`config.mk`:
```
export PLATFORM = sky130hd
export DESIGN_NAME = lsu_load_return
export DESIGN_NICKNAME = d
export VERILOG_FILES = /design/src/rtl/lsu_pkg.sv /design/src/rtl/lsu_ret_fifo.sv /design/src/rtl/lsu_load_return.sv
export SDC_FILE = /design/constraint.sdc
export NUM_CORES = 1
export LEC_CHECK = 0
export CAP_MARGIN = 20
export CORE_UTILIZATION = 45
export DETAILED_ROUTE_END_ITERATION = 8
export GPL_TIMING_DRIVEN = 0
export PLACE_DENSITY_LB_ADDON = 0.3
export SYNTH_ARGS = -nofsm -noshare
export SYNTH_HDL_FRONTEND = slang
export SYNTH_HIERARCHICAL = 1
export SYNTH_SLANG_ARGS = --single-unit
```
`constraint.sdc`:
```
create_clock -name clk -period 6.7 [get_ports clk]
set_input_delay 1.675 -clock clk [delete_from_list [all_inputs] [get_ports clk]]
set_output_delay 1.675 -clock clk [all_outputs]
set_load 0.05 [all_outputs]
```
`src/rtl/lsu_pkg.sv`:
```
// Shared LSU definitions: memory command codes, byte-lane selects and the
// load-return entry layout used by the LSU datapath and the return buffer.
package lsu_pkg;

    localparam logic CMD_LOAD  = 1'b0;
    localparam logic CMD_STORE = 1'b1;

    // Lane select is {be1, be0}
    typedef enum logic [1:0] {
        LANE_NONE = 2'b00,
        LANE_LO   = 2'b01,
        LANE_HI   = 2'b10,
        LANE_WORD = 2'b11
    } lane_sel_e;

    localparam int RET_W = 18;

    typedef struct packed {
        logic [15:0] data;
        logic        is_byte;
        logic        t_id;
    } ret_entry_t;

    function automatic ret_entry_t align_load(input logic [1:0]  lanes,
                                              input logic [15:0] rdata,
                                              input logic        tid);
        ret_entry_t e;
        e.t_id = tid;
        case (lane_sel_e'(lanes))
            LANE_WORD: begin
                e.data    = rdata;
                e.is_byte = 1'b0;
            end
            LANE_LO: begin
                e.data    = {8'h00, rdata[7:0]};
                e.is_byte = 1'b1;
            end
            LANE_HI: begin
                e.data    = {8'h00, rdata[15:8]};
                e.is_byte = 1'b1;
            end
            LANE_NONE: begin
                e.data    = 16'h0000;
                e.is_byte = 1'b1;
            end
            default: begin
                e.data    = 16'h0000;
                e.is_byte = 1'b1;
            end
        endcase
        return e;
    endfunction

endpackage

```
`src/rtl/lsu_ret_fifo.sv`:
```
// Load-return FIFO: DEPTH entries of W bits, pointers wrap modulo DEPTH.
// A push on a full FIFO is accepted only when a pop happens on the same edge.
module lsu_ret_fifo
    import lsu_pkg::*;
#(
    parameter int DEPTH = 2,
    parameter int W     = RET_W
) (
    input  logic         clk,
    input  logic         a_rst,
    input  logic         push,
    input  logic         pop,
    input  logic [W-1:0] din,
    output logic         full,
    output logic         empty,
    output logic [W-1:0] head
);

    localparam int AW    = (DEPTH > 1) ? $clog2(DEPTH) : 1;
    localparam int CNT_W = AW + 1;
    localparam logic [AW-1:0]    PTR_ONE = AW'(1);
    localparam logic [CNT_W-1:0] CNT_ONE = CNT_W'(1);
    localparam logic [CNT_W-1:0] CNT_MAX = CNT_W'(DEPTH);

    logic [W-1:0]     mem_r [DEPTH];
    logic [AW-1:0]    wr_ptr_r;
    logic [AW-1:0]    rd_ptr_r;
    logic [CNT_W-1:0] count_r;
    logic             push_s;
    logic             pop_s;

    assign full  = (count_r == CNT_MAX);
    assign empty = (count_r == {CNT_W{1'b0}});
    assign head  = mem_r[rd_ptr_r];

    // Qualify requests: pop needs data, push needs room unless a pop frees it
    always_comb begin
        pop_s  = 1'b0;
        push_s = 1'b0;
        if (pop && !empty) begin
            pop_s = 1'b1;
        end else begin
            pop_s = 1'b0;
        end
        if (push && (!full || pop_s)) begin
            push_s = 1'b1;
        end else begin
            push_s = 1'b0;
        end
    end

    // Entry storage, intentionally not reset
    always_ff @(posedge clk) begin
        if (push_s) begin
            mem_r[wr_ptr_r] <= din;
        end
    end

    // Pointer and occupancy state
    always_ff @(posedge clk or posedge a_rst) begin
        if (a_rst) begin
            wr_ptr_r <= {AW{1'b0}};
            rd_ptr_r <= {AW{1'b0}};
            count_r  <= {CNT_W{1'b0}};
        end else begin
            if (push_s) begin
                wr_ptr_r <= wr_ptr_r + PTR_ONE;
            end
            if (pop_s) begin
                rd_ptr_r <= rd_ptr_r + PTR_ONE;
            end
            case ({push_s, pop_s})
                2'b10:   count_r <= count_r + CNT_ONE;
                2'b01:   count_r <= count_r - CNT_ONE;
                default: count_r <= count_r;
            endcase
        end
    end

endmodule

```
`src/rtl/lsu_load_return.sv`:
```
// LSU load-return path: captures completed loads, aligns the selected byte
// lanes, buffers them for writeback and flags loads dropped on a full buffer.
module lsu_load_return
    import lsu_pkg::*;
#(
    parameter int DEPTH = 2
) (
    input  logic        clk,
    input  logic        a_rst,
    input  logic        mem_bus_assert,
    input  logic        mem_rdy,
    input  logic        mem_cmd,
    input  logic        be0,
    input  logic        be1,
    input  logic        t_id,
    input  logic [15:0] mem_rdata,
    output logic        ld_space,
    output logic        wb_valid,
    output logic [15:0] wb_data,
    output logic        wb_byte,
    output logic        wb_t_id,
    input  logic        wb_ready,
    output logic        ovf
);

    logic       capture_s;
    logic       pop_s;
    logic       full_s;
    logic       empty_s;
    ret_entry_t cap_entry_s;
    ret_entry_t head_s;
    logic       ovf_r;

    // Capture decode and lane alignment of the completing load
    always_comb begin
        capture_s   = mem_bus_assert & mem_rdy & (mem_cmd == CMD_LOAD);
        cap_entry_s = align_load({be1, be0}, mem_rdata, t_id);
    end

    assign pop_s = ~empty_s & wb_ready;

    lsu_ret_fifo #(
        .DEPTH (DEPTH),
        .W     (RET_W)
    ) u_fifo (
        .clk   (clk),
        .a_rst (a_rst),
        .push  (capture_s),
        .pop   (pop_s),
        .din   (cap_entry_s),
        .full  (full_s),
        .empty (empty_s),
        .head  (head_s)
    );

    // Sticky overflow: a load arrived with no room and nothing leaving
    always_ff @(posedge clk or posedge a_rst) begin
        if (a_rst) begin
            ovf_r <= 1'b0;
        end else if (capture_s && full_s && !pop_s) begin
            ovf_r <= 1'b1;
        end else begin
            ovf_r <= ovf_r;
        end
    end

    assign ld_space = ~full_s;
    assign wb_valid = ~empty_s;
    assign wb_data  = head_s.data;
    assign wb_byte  = head_s.is_byte;
    assign wb_t_id  = head_s.t_id;
    assign ovf      = ovf_r;

endmodule

```
==> impl_metrics.csv <==
group,metric,value,unit
global_routing,antenna_found_initial,0,
synth,synthCells,110,
clock_network,path_clk_slew,80,ps
clock_network,cts_tree,"done",
finish,nFillCells,283,
run,maxCapViolCount,0,
worst_setup_path,end_kind,"output port",
timing,max_slew_margin,0.353,
timing,fmax,0.259,GHz
floorplan,rows,22,
floorplan,dieArea,4180,µm²
synth,yosysSeqAreaShare,0.682,
clock_network,ctsResizeCount,0,
route,routedWlPerCell,15.7,µm
synth,async_flop_share,0.122,
timing,finClkSkew,7.12,ps
route,drt_iter0_drc,48,
clock_network,cts_hold_buf,0,
global_routing,grt_pass1_vias,1157,
timing,period_share,0.576,
power,peakVddDrop,0.205,mV
worst_setup_path,path_max_fanout,10,
synth,ys_warn_count,6,
clock_network,root_buffer,"clkbuf_8",
clock_network,cts_setup_buffers,0,
synth,ys_dominant_reg_cell,"edfxtp_1",
worst_setup_path,max_stage_delay,700,ps
timing,finalHoldViolations,0,
global_routing,grt_first_pass_wirelength,5.38,mm
route,drt-vias-per-instance,5.21,
route,dr_total_vias,1095,
hold_path,min_to,"ovf",
synth,ys_ff_latch,41,
clock_network,htree_num_levels,2,
clock_network,cts.sinks,41,
global_routing,overflow,0,
synth,syn-num-nets,135,
worst_setup_path,required,5030,ps
placed_design,place_ws,2970,ps
synth,synthTopCellsByCount,"36 x edfxtp_1, 18 x mux2_2, 9 x and3_2, 8 x a22o_2, 7 x inv_1",
worst_setup_path,path_delay_family,"buffers and inverters",
worst_setup_path,path_buf_inv,3,
worst_setup_path,r2r-start,"u_fifo/count_r[0]",
worst_setup_path,path_cells,"buf_2 -> buf_4 -> mux2_2 -> clkdlybuf4s50_1",
finish,multi_input_area,502,µm²
power,power.density,377,nW/µm²
power,p_leak,0.879,nW
synth,yosys.area.top_type,"edfxtp_1",
finish,num_antenna_cells,0,
worst_setup_path,slowest_stage,"clkdlybuf4s50_1",
clock_network,worstSkewPairLatency,290,ps
floorplan,die_w,64.7,µm
hold_path,hold-path-cell-count,1,
worst_setup_path,r2r_slack,4460,ps
synth,synth_area_per_cell,16.1,µm²
route,ant_nets,0,
clock_network,cts_buffer_depth,2,
placed_design,routabilityCongestion,0.805,
timing,grt_setup_unrepaired,"false",
finish,area_growth,35.0,%
worst_setup_path,cp_data_arrival_time,2190,ps
worst_setup_path,r2r_cells,6,
global_routing,grt_max_degree,19,
hold_path,min-delay-start,"ovf",
synth,ys_types,25,
route,firstDrtPassIters,4,
timing,fin_ws,2840,ps
timing,finalSetupViolCount,0,
clock_network,cts_buffers,5,
synth,yosysMostFrequentCell,"edfxtp_1",
finish,regArea,1210,µm²
global_routing,globalRouteTotalUtil,0.178,
placed_design,dpl.hpwl,2.29,mm
finish,drive_gt1_frac,0.333,
floorplan,core_area,3720,µm²
floorplan,initial_utilization,0.476,
synth,synth_top_area_frac,0.611,
floorplan,io_pins,46,
floorplan,die_y,64.7,µm
finish,nNetsFinal,186,
worst_setup_path,start_kind,"flip-flop",
timing,drv_slew,0,
synth,synth-edff-count,36,
worst_setup_path,criticalPathCategory,"flip-flop to output port",
synth,synth.top_cells.by_area,"edfxtp_1 61%, mux2_2 11%, dfrtp_1 7.1%",
hold_path,min_path_type,"flip-flop to flip-flop",
timing,fin_tns_setup,0,ps
worst_setup_path,r2r-end,"u_fifo/mem_r[0][9]",
run_status,status,"complete, no violations",
placed_design,io_buffers,44,
timing,fin_crit,3860,ps
synth,syn_area,1770,µm²
route,wl,3.30,mm
timing,worst_pin_slew,969,ps
route,drc,0,
metal layers:
metal / track usage / up-vias / share of wire
met5: 0 / - / 0
met3: 0.0546 / 6 / 0.059
met2: 0.303 / 39 / 0.50
met1: 0.207 / 534 / 0.43
met4: 0.0750 / 0 / 0.015
li1: - / 516 / -
registers in the layout, indices dropped and copies added (netlist names):
| signal | flops |
|---|---|
| ovf | 1 |
| u_fifo/count_r | 2 |
| u_fifo/wr_ptr_r | 1 |
| u_fifo/rd_ptr_r | 1 |
| u_fifo/mem_r | 36 |
logic make-up (layout without fill, tap and decap cells):
kind of cell | after synthesis | count (layout) | share of synthesized area
buffers and inverters | 12 | 64 | 0.0354
and+or+nand+nor | 22 | 22 | 0.0870
DFF | 41 | 41 | 0.682
xor gates and xnor gates | 3 | 3 | 0.0149
AOI/OAI and AO/OA | 14 | 14 | 0.0658
muxes | 18 | 18 | 0.115
placed cells by master, fill, tap and decap left out, types with 3 or more instances in the layout:
cell / netlist / routed
clkbuf_8: 0 / 5
a21oi_1: 3 / 3
edfxtp_1: 36 / 36
inv_1: 7 / 7
clkdlybuf4s50_1: 0 / 44
dfrtp_1: 5 / 5
a22o_2: 8 / 8
mux2_2: 18 / 18
and3_2: 9 / 9
report_power, final:
part / internal (W) / switching, W / leakage (nW)
clock: 0.000111 / 0.0000852 / 0.0543
combinational: 0.000149 / 0.000231 / 0.432
sequential: 0.000307 / 0.0000155 / 0.393
total: 0.000567 / 0.000332 / 0.879
layout make-up:
class,instances,share of cell area
timing repair buffer,44,0.185
tap,48,0.0252
sequential,41,0.506
clock buffer,5,0.0288
clock inverter,3,0.0194
buffer,5,0.0152
multi-input combinational,57,0.210
inverter,7,0.0110
worst max-delay path by stage:
stage               slack [ps]            start  cells past startpoint            endpoint
floorplan                 3440          mem_cmd                      3  u_fifo/mem_r[0][0]
global placement          2570         wb_ready                      6  u_fifo/mem_r[0][9]
detailed placement        2970         wb_ready                      6  u_fifo/mem_r[0][9]
CTS                       2810  u_fifo/rd_ptr_r                      4         wb_data[12]
global route              2740  u_fifo/rd_ptr_r                      4         wb_data[13]
finish                    2840  u_fifo/rd_ptr_r                      4         wb_data[12]
stage by stage:
| step | instance area (µm²) | hold WS [ps] | util | std cells | total power (W) |
|---|---|---|---|---|---|
| final | 2390 | 485 | 0.642 | 210 | 0.000899 |
| after global routing | 2390 | 513 | 0.642 | 210 | 0.000937 |
| after CTS | 2390 | 492 | 0.642 | 210 | 0.000905 |
| after detailed placement | 2270 | 477 | 0.611 | 202 | 0.000709 |
| after global placement | 2270 | 458 | 0.610 | 202 | 0.000701 |
| after floorplan | 1770 | 458 | - | 110 | 0.000591 |
(Power assumes the default switching activity.)
